$ cat src/rtl/mem_cycle_sequencer_pkg.sv
// Shared definitions for the memory cycle sequencer: state encodings,
// default phase lengths and the state-flag width.
package mem_seq_pkg;

  localparam int STATE_W = 2;

  localparam int DEF_IDLE_TICKS  = 5;
  localparam int DEF_WRITE_TICKS = 10;
  localparam int DEF_READ_TICKS  = 10;

  // Code 3 is left unnamed on purpose; the FSM treats it as illegal.
  typedef enum logic [STATE_W-1:0] {
    IDLE  = 2'd0,
    WRITE = 2'd1,
    READ  = 2'd2
  } state_t;

endpackage

$ cat src/rtl/mem_cycle_sequencer_if.sv
// Control/status bundle between the data source, the sequencer and the RAM.
// The master side drives the requests; the slave side is the sequencer.
interface mem_cycle_sequencer_if import mem_seq_pkg::*; #(
  parameter int ADDR_W  = 4,
  parameter int TIMER_W = 8
);

  logic               start;
  logic               loop_mode;
  logic               hold;
  logic               dav;
  logic               mem_en;
  logic               write_en;
  logic [ADDR_W-1:0]  addr;
  logic [STATE_W-1:0] state_flag;
  logic [TIMER_W-1:0] timer_count;
  logic               done;

  modport master (
    output start, loop_mode, hold, dav,
    input  mem_en, write_en, addr, state_flag, timer_count, done
  );

  modport slave (
    input  start, loop_mode, hold, dav,
    output mem_en, write_en, addr, state_flag, timer_count, done
  );

endinterface

$ cat src/rtl/mem_cycle_sequencer_phase_timer.sv
// Phase timer: counts cycles within the current phase, freezes on hold and
// saturates at ref_len-1 so an IDLE phase can wait there for permission.
module phase_timer #(
  parameter int TIMER_W = 8
) (
  input  logic               clock1Hz,
  input  logic               reset,
  input  logic               clear,
  input  logic               hold,
  input  logic [TIMER_W-1:0] ref_len,
  output logic [TIMER_W-1:0] count,
  output logic               expired
);

  localparam logic [TIMER_W-1:0] ONE = TIMER_W'(1);

  logic at_end;

  assign at_end  = (count == (ref_len - ONE));
  assign expired = at_end & ~hold;

  // NOTE: sequential state uses non-blocking assignments so every register
  // samples the pre-edge values of its neighbours.
  always_ff @(posedge clock1Hz or posedge reset) begin
    if (reset) begin
      count <= '0;
    end else if (clear) begin
      count <= '0;
    end else if (!hold && !at_end) begin
      count <= count + ONE;
    end
  end

endmodule

$ cat src/rtl/mem_cycle_sequencer.sv
// Memory cycle sequencer: steps a RAM through timed Idle -> Write -> Read
// phases, generating enable, write-enable, address and a cycle-done pulse.
module mem_cycle_sequencer import mem_seq_pkg::*; #(
  parameter int ADDR_W      = 4,
  parameter int TIMER_W     = 8,
  parameter int IDLE_TICKS  = DEF_IDLE_TICKS,
  parameter int WRITE_TICKS = DEF_WRITE_TICKS,
  parameter int READ_TICKS  = DEF_READ_TICKS
) (
  input  logic                  clock1Hz,
  input  logic                  reset,
  mem_cycle_sequencer_if.slave  bus
);

  localparam logic [ADDR_W-1:0] ADDR_ONE = ADDR_W'(1);

  state_t             state;
  state_t             next_state;
  logic [ADDR_W-1:0]  addr_q;
  logic               start_pending;
  logic               done_q;
  logic [TIMER_W-1:0] ref_len;
  logic [TIMER_W-1:0] count;
  logic               expired;
  logic               state_change;
  logic               write_en;

  // NOTE: every always_comb output gets a default first so no path can
  // leave it unassigned and infer a latch.
  always_comb begin
    ref_len = TIMER_W'(IDLE_TICKS);
    case (state)
      WRITE:   ref_len = TIMER_W'(WRITE_TICKS);
      READ:    ref_len = TIMER_W'(READ_TICKS);
      default: ref_len = TIMER_W'(IDLE_TICKS);
    endcase
  end

  always_comb begin
    next_state = state;
    case (state)
      IDLE:    if (expired && (bus.loop_mode || start_pending)) next_state = WRITE;
      WRITE:   if (expired) next_state = READ;
      READ:    if (expired) next_state = IDLE;
      default: next_state = IDLE;
    endcase
  end

  assign state_change = (next_state != state);

  phase_timer #(
    .TIMER_W (TIMER_W)
  ) u_timer (
    .clock1Hz (clock1Hz),
    .reset    (reset),
    .clear    (state_change),
    .hold     (bus.hold),
    .ref_len  (ref_len),
    .count    (count),
    .expired  (expired)
  );

  assign write_en = (state == WRITE) & bus.dav & ~bus.hold;

  always_ff @(posedge clock1Hz or posedge reset) begin
    if (reset) begin
      state         <= IDLE;
      addr_q        <= '0;
      start_pending <= 1'b0;
      done_q        <= 1'b0;
    end else begin
      state  <= next_state;
      done_q <= (state == READ) && expired;

      // A start seen while the pending one is consumed keeps the latch set.
      if (state == IDLE && next_state == WRITE) begin
        start_pending <= bus.start;
      end else if (bus.start) begin
        start_pending <= 1'b1;
      end

      if (state_change) begin
        addr_q <= '0;
      end else if (write_en || (state == READ && !bus.hold)) begin
        addr_q <= addr_q + ADDR_ONE;
      end
    end
  end

  assign bus.mem_en      = (state == WRITE) || (state == READ);
  assign bus.write_en    = write_en;
  assign bus.addr        = addr_q;
  assign bus.state_flag  = state;
  assign bus.timer_count = count;
  assign bus.done        = done_q;

endmodule

$ cat src/flat_wrapper.sv
// flat-port wrapper written by rule: the top's interface ports become plain ports
module mem_cycle_sequencer_flat import mem_seq_pkg::*;
#(
  parameter int ADDR_W      = 4,
  parameter int TIMER_W     = 8,
  parameter int IDLE_TICKS  = DEF_IDLE_TICKS,
  parameter int WRITE_TICKS = DEF_WRITE_TICKS,
  parameter int READ_TICKS  = DEF_READ_TICKS
)
  (clock1Hz, reset, bus_start, bus_loop_mode, bus_hold, bus_dav, bus_mem_en, bus_write_en, bus_addr, bus_state_flag, bus_timer_count, bus_done);
  mem_cycle_sequencer_if #(.ADDR_W(ADDR_W), .TIMER_W(TIMER_W)) bus_i ();
  input  logic clock1Hz;
  input  logic reset;
  input wire logic [$bits(bus_i.start)-1:0] bus_start;
  input wire logic [$bits(bus_i.loop_mode)-1:0] bus_loop_mode;
  input wire logic [$bits(bus_i.hold)-1:0] bus_hold;
  input wire logic [$bits(bus_i.dav)-1:0] bus_dav;
  output wire logic [$bits(bus_i.mem_en)-1:0] bus_mem_en;
  output wire logic [$bits(bus_i.write_en)-1:0] bus_write_en;
  output wire logic [$bits(bus_i.addr)-1:0] bus_addr;
  output wire logic [$bits(bus_i.state_flag)-1:0] bus_state_flag;
  output wire logic [$bits(bus_i.timer_count)-1:0] bus_timer_count;
  output wire logic [$bits(bus_i.done)-1:0] bus_done;
  assign bus_i.start = bus_start;
  assign bus_i.loop_mode = bus_loop_mode;
  assign bus_i.hold = bus_hold;
  assign bus_i.dav = bus_dav;
  assign bus_mem_en = bus_i.mem_en;
  assign bus_write_en = bus_i.write_en;
  assign bus_addr = bus_i.addr;
  assign bus_state_flag = bus_i.state_flag;
  assign bus_timer_count = bus_i.timer_count;
  assign bus_done = bus_i.done;
  mem_cycle_sequencer #(.ADDR_W(ADDR_W), .TIMER_W(TIMER_W), .IDLE_TICKS(IDLE_TICKS), .WRITE_TICKS(WRITE_TICKS), .READ_TICKS(READ_TICKS)) u_core (.clock1Hz(clock1Hz), .reset(reset), .bus(bus_i));
endmodule
$ cat config.mk
export PLATFORM = sky130hd
export DESIGN_NAME = mem_cycle_sequencer_flat
export DESIGN_NICKNAME = d
export VERILOG_FILES = /design/src/rtl/mem_cycle_sequencer_pkg.sv /design/src/rtl/mem_cycle_sequencer_if.sv /design/src/rtl/mem_cycle_sequencer_phase_timer.sv /design/src/rtl/mem_cycle_sequencer.sv /design/src/flat_wrapper.sv
export SDC_FILE = /design/constraint.sdc
export NUM_CORES = 1
export LEC_CHECK = 0
export ABC_AREA = 0
export CAP_MARGIN = 40
export CORE_MARGIN = 2
export CORE_UTILIZATION = 49
export DETAILED_ROUTE_END_ITERATION = 7
export GPL_ROUTABILITY_DRIVEN = 0
export PLACE_DENSITY = 0.77
export SLEW_MARGIN = 25
export SYNTH_ARGS = -nofsm -noshare
export SYNTH_HDL_FRONTEND = slang
export SYNTH_SLANG_ARGS = --single-unit
$ cat constraint.sdc
create_clock -name clock1Hz -period 2.7 [get_ports clock1Hz]
set_input_delay 0.81 -clock clock1Hz [delete_from_list [all_inputs] [get_ports clock1Hz]]
set_output_delay 0.81 -clock clock1Hz [all_outputs]
set_load 0.1 [all_outputs]
==> impl_summary.txt <==
----------------------------------------------------
[Outcome]
  Status ... completed

[Synth]
  Top_reg_cell synth ... dfrtp_1
  Number of unique standard cell types used by synthesis ... 32
  EDFF count, synth ... 0
  Fraction of registers with async set/reset ... 1.000
  Avg Cell Area, Syn ... 9.004 sq um
  Seq/Total Area, Yosys ... 0.3970
  Number of cells produced by synthesis ... 112
  Synthesized area ... 1008 sq um
  Syn. warnings ... 0
  Yosys reg bits ... 16
  Net Count, Synth ... 124

[Floorplan]
  Core Footprint ... 1942 sq um
  Die boundary width ... 49.37 um
  Std cell rows ... 16
  Initial Util ... 0.5193
  Total Die Area ... 2437 sq um
  IO Pins ... 23
  Die span in y ... 49.37 um

[Clock network]
  Skew-Pair Late Insertion Delay ... 0.29 ns
  Number of buffers added by the clock tree synthesis step ... 3
  # clock sinks ... 16
  Longest Clk Path Bufs ... 2
  Gates resized, CTS repair ... 0
  Number of setup buffers added after CTS ... 0
  Clock transition at the registers of the reported paths ... 0.09 ns
  Clock tree root driver cell ... clkbuf_4
  H-tree Lvls ... 1
  Number of buffers inserted for hold repair after clock tree synthesis ... 0
  TritonCTS clock tree ... built

[Setup path]
  Type of element launching the critical path ... flop
  Category of the worst setup path capture point ... output pin
  Data arrival time of the critical path ... 1.73 ns
  Maximum fanout count along the critical path ... 6
  Delay of the slowest cell on the worst path ... 0.52 ns
  Required time worst endpoint ... 1.89 ns
  Cell chain of the critical path ... inv_1, ha_1, nand2_1, nor2_4, buf_12
  Type of the worst setup path ... flop to output pin
  Max stage delay cell, worst path ... dfrtp_4

[Global routing]
  Combined global-route utilization of all metal layers ... 0.2021
  Global route overflow ... 0
  Pin count of the biggest net entering global routing ... 17
  Via count of the first global-routing pass ... 845
  First-pass GRT wire length ... 3753 um
  Number of antenna violations at the first check in global routing ... 0

[Timing]
  Hold Fails Final Rpt ... 0
  Relative max-transition margin ... 0.5935
  Setup skew after layout ... 0.009922 ns
  Shortest period the worst path allows ... 2.535 ns
  Number of setup violations in the final report ... 0
  RSZ-0062 raised after global routing ... false
  Count of pins over their slew limit ... 0
  Max Fclk ... 0.3945 GHz
  Actual slew at the worst max-slew pin ... 0.6092 ns
  Setup TNS ... 0 ns
  Final Cycle Share ... 0.9389

[Finish]
  Fillcell total ... 156
  Signed area change from the synthesized netlist to the final layout ... 29.03%
  Layout cell share with drive strength beyond 1 ... 0.2263
  Final layout net count ... 150
  Antenna cell count ... 0

[Min path]
  Worst hold path class ... flop to flop

[Placed design]
  Final HPWL from detailed placement ... 1646 um
  Buffers added on ports ... 22

[Route]
  DRT Pass-1 Iters ... 4
  Top layer used by detailed routing ... met4
  Met2 wire len ... 1035 um
  Routed Wire Length ... 2209 um
  Via Count ... 942
  M1 wire length ... 1000 um
  Iteration-0 DRC count of the detailed router ... 16
  Met3 WL ... 128 um
  Ratio of routed vias to standard cells ... 5.744
  # DRC ... 0
  Final routed wire length divided by cell count ... 13.47 um
  Antenna viol nets, final ... 0

[Job]
  Max-cap viol count ... 0

----------------------------------------------------
-- worst paths after layout --
kind | from | end | slack (ns) | cells after the start
min in group asynchronous | reset | u_core.bus.addr[0] | 0.90 | 2
hold reg to reg | u_core.start_pending | u_core.start_pending | 0.58 | 2
max in group asynchronous | reset | u_core.bus.state_flag[1] | 1.35 | 2
hold / removal | u_core.start_pending | u_core.start_pending | 0.58 | 2
setup reg to reg | u_core.bus.state_flag[1] | u_core.u_timer.count[7] | 0.30 | 7
setup / recovery | u_core.bus.state_flag[1] | bus_write_en | 0.16 | 5
-- registers in the layout, indices dropped and copies added, names as in the netlist --
| register | cells |
|---|---|
| u_core.bus.done | 1 |
| u_core.start_pending | 1 |
| u_core.bus.addr | 4 |
| u_core.u_timer.count | 8 |
| u_core.bus.state_flag | 2 |
-- placed cells by master, fill, tap and decap left out, drive strengths merged --
cell type	Yosys	routed
buf	2	20
a21oi	18	18
dfrtp	16	16
nor2	12	12
nand2	7	7
xnor2	6	6
a211oi	6	6
ha	6	6
inv	5	5
clkdlybuf4s50	0	5
o21ai	4	4
clkbuf	2	4
nand3	3	3
nand2b	2	2
and3	2	2
nand4	2	2
o31ai	2	2
o221ai	2	2
mux2i	2	2
xor2	2	2
or4	2	2
a22oi	2	2
nor2b	1	1
nor4	1	1
o21a	1	1
a31oi	1	1
a21o	1	1
or2	1	1
and4	1	1
-- metal layers --
metal / track usage / up-vias
li1: - / 457
met1: 0.2676 / 445
met2: 0.3086 / 36
met3: 0.03988 / 4
met4: 0.1095 / 0
met5: 0 / -
-- cell usage after synthesis (2+ instances only) --
cell type,n,area [sq um]
a21oi_1,18,90.09
and3_1,2,12.51
mux2i_1,2,20.02
clkbuf_1,2,7.510
nor2_1,12,45.04
o31ai_1,2,15.01
o21ai_0,4,20.02
xnor2_1,6,52.55
o221ai_1,2,17.52
ha_1,6,75.07
nand4_1,2,12.51
nand2b_1,2,12.51
inv_1,5,18.77
a211oi_1,5,37.54
nand3_1,3,15.01
xor2_1,2,17.52
nand2_1,7,26.28
dfrtp_1,16,400.4
-- per-stage QoR --
step / hold WS, ns / util / area, sq um / setup WS [ns] / instances
finish: 0.5844 / 0.6701 / 1301 / 0.1650 / 164
global route: 0.6282 / 0.6701 / 1301 / 0.09164 / 164
CTS: 0.5901 / 0.6701 / 1301 / 0.1637 / 164
detailed placement: 0.5742 / 0.6566 / 1275 / 0.1857 / 160
global placement: 0.5542 / 0.6566 / 1275 / 0.2077 / 160
floorplan: 0.5325 / - / 1036 / 0.06543 / 112
-- final cells by class --
type	instances	area [sq um]	area share
flip-flops and latches	16	407.9	0.3135
multi-input cells	87	589.3	0.4529
repair buffers	25	225.2	0.1731
well taps	27	33.78	0.02596
clock buffers	4	26.28	0.02019
inverters	5	18.77	0.01442
-- worst max-delay path, delay by kind of cell (launching register included) --
kind / cells / cell delay, ns
buffers and inverters: 2 / 0.37
and+or+nand+nor: 2 / 0.24
DFF: 1 / 0.52
adders and majority gates: 1 / 0.31
-- cells by family (layout without fill, tap and decap cells) --
group / count (synthesis) / in the layout / share of synthesized area
simple gates: 34 / 34 / 0.1687
xor+xnor: 8 / 8 / 0.06948
buf+inv: 9 / 34 / 0.03846
compound gates: 37 / 37 / 0.2320
mux: 2 / 2 / 0.01985
flops: 16 / 16 / 0.3970
fa+ha+maj: 6 / 6 / 0.07444
Power is left out: the tool's default activity adds up to more than one toggle a clock period on the data nets, which glitch-free logic cannot reach.
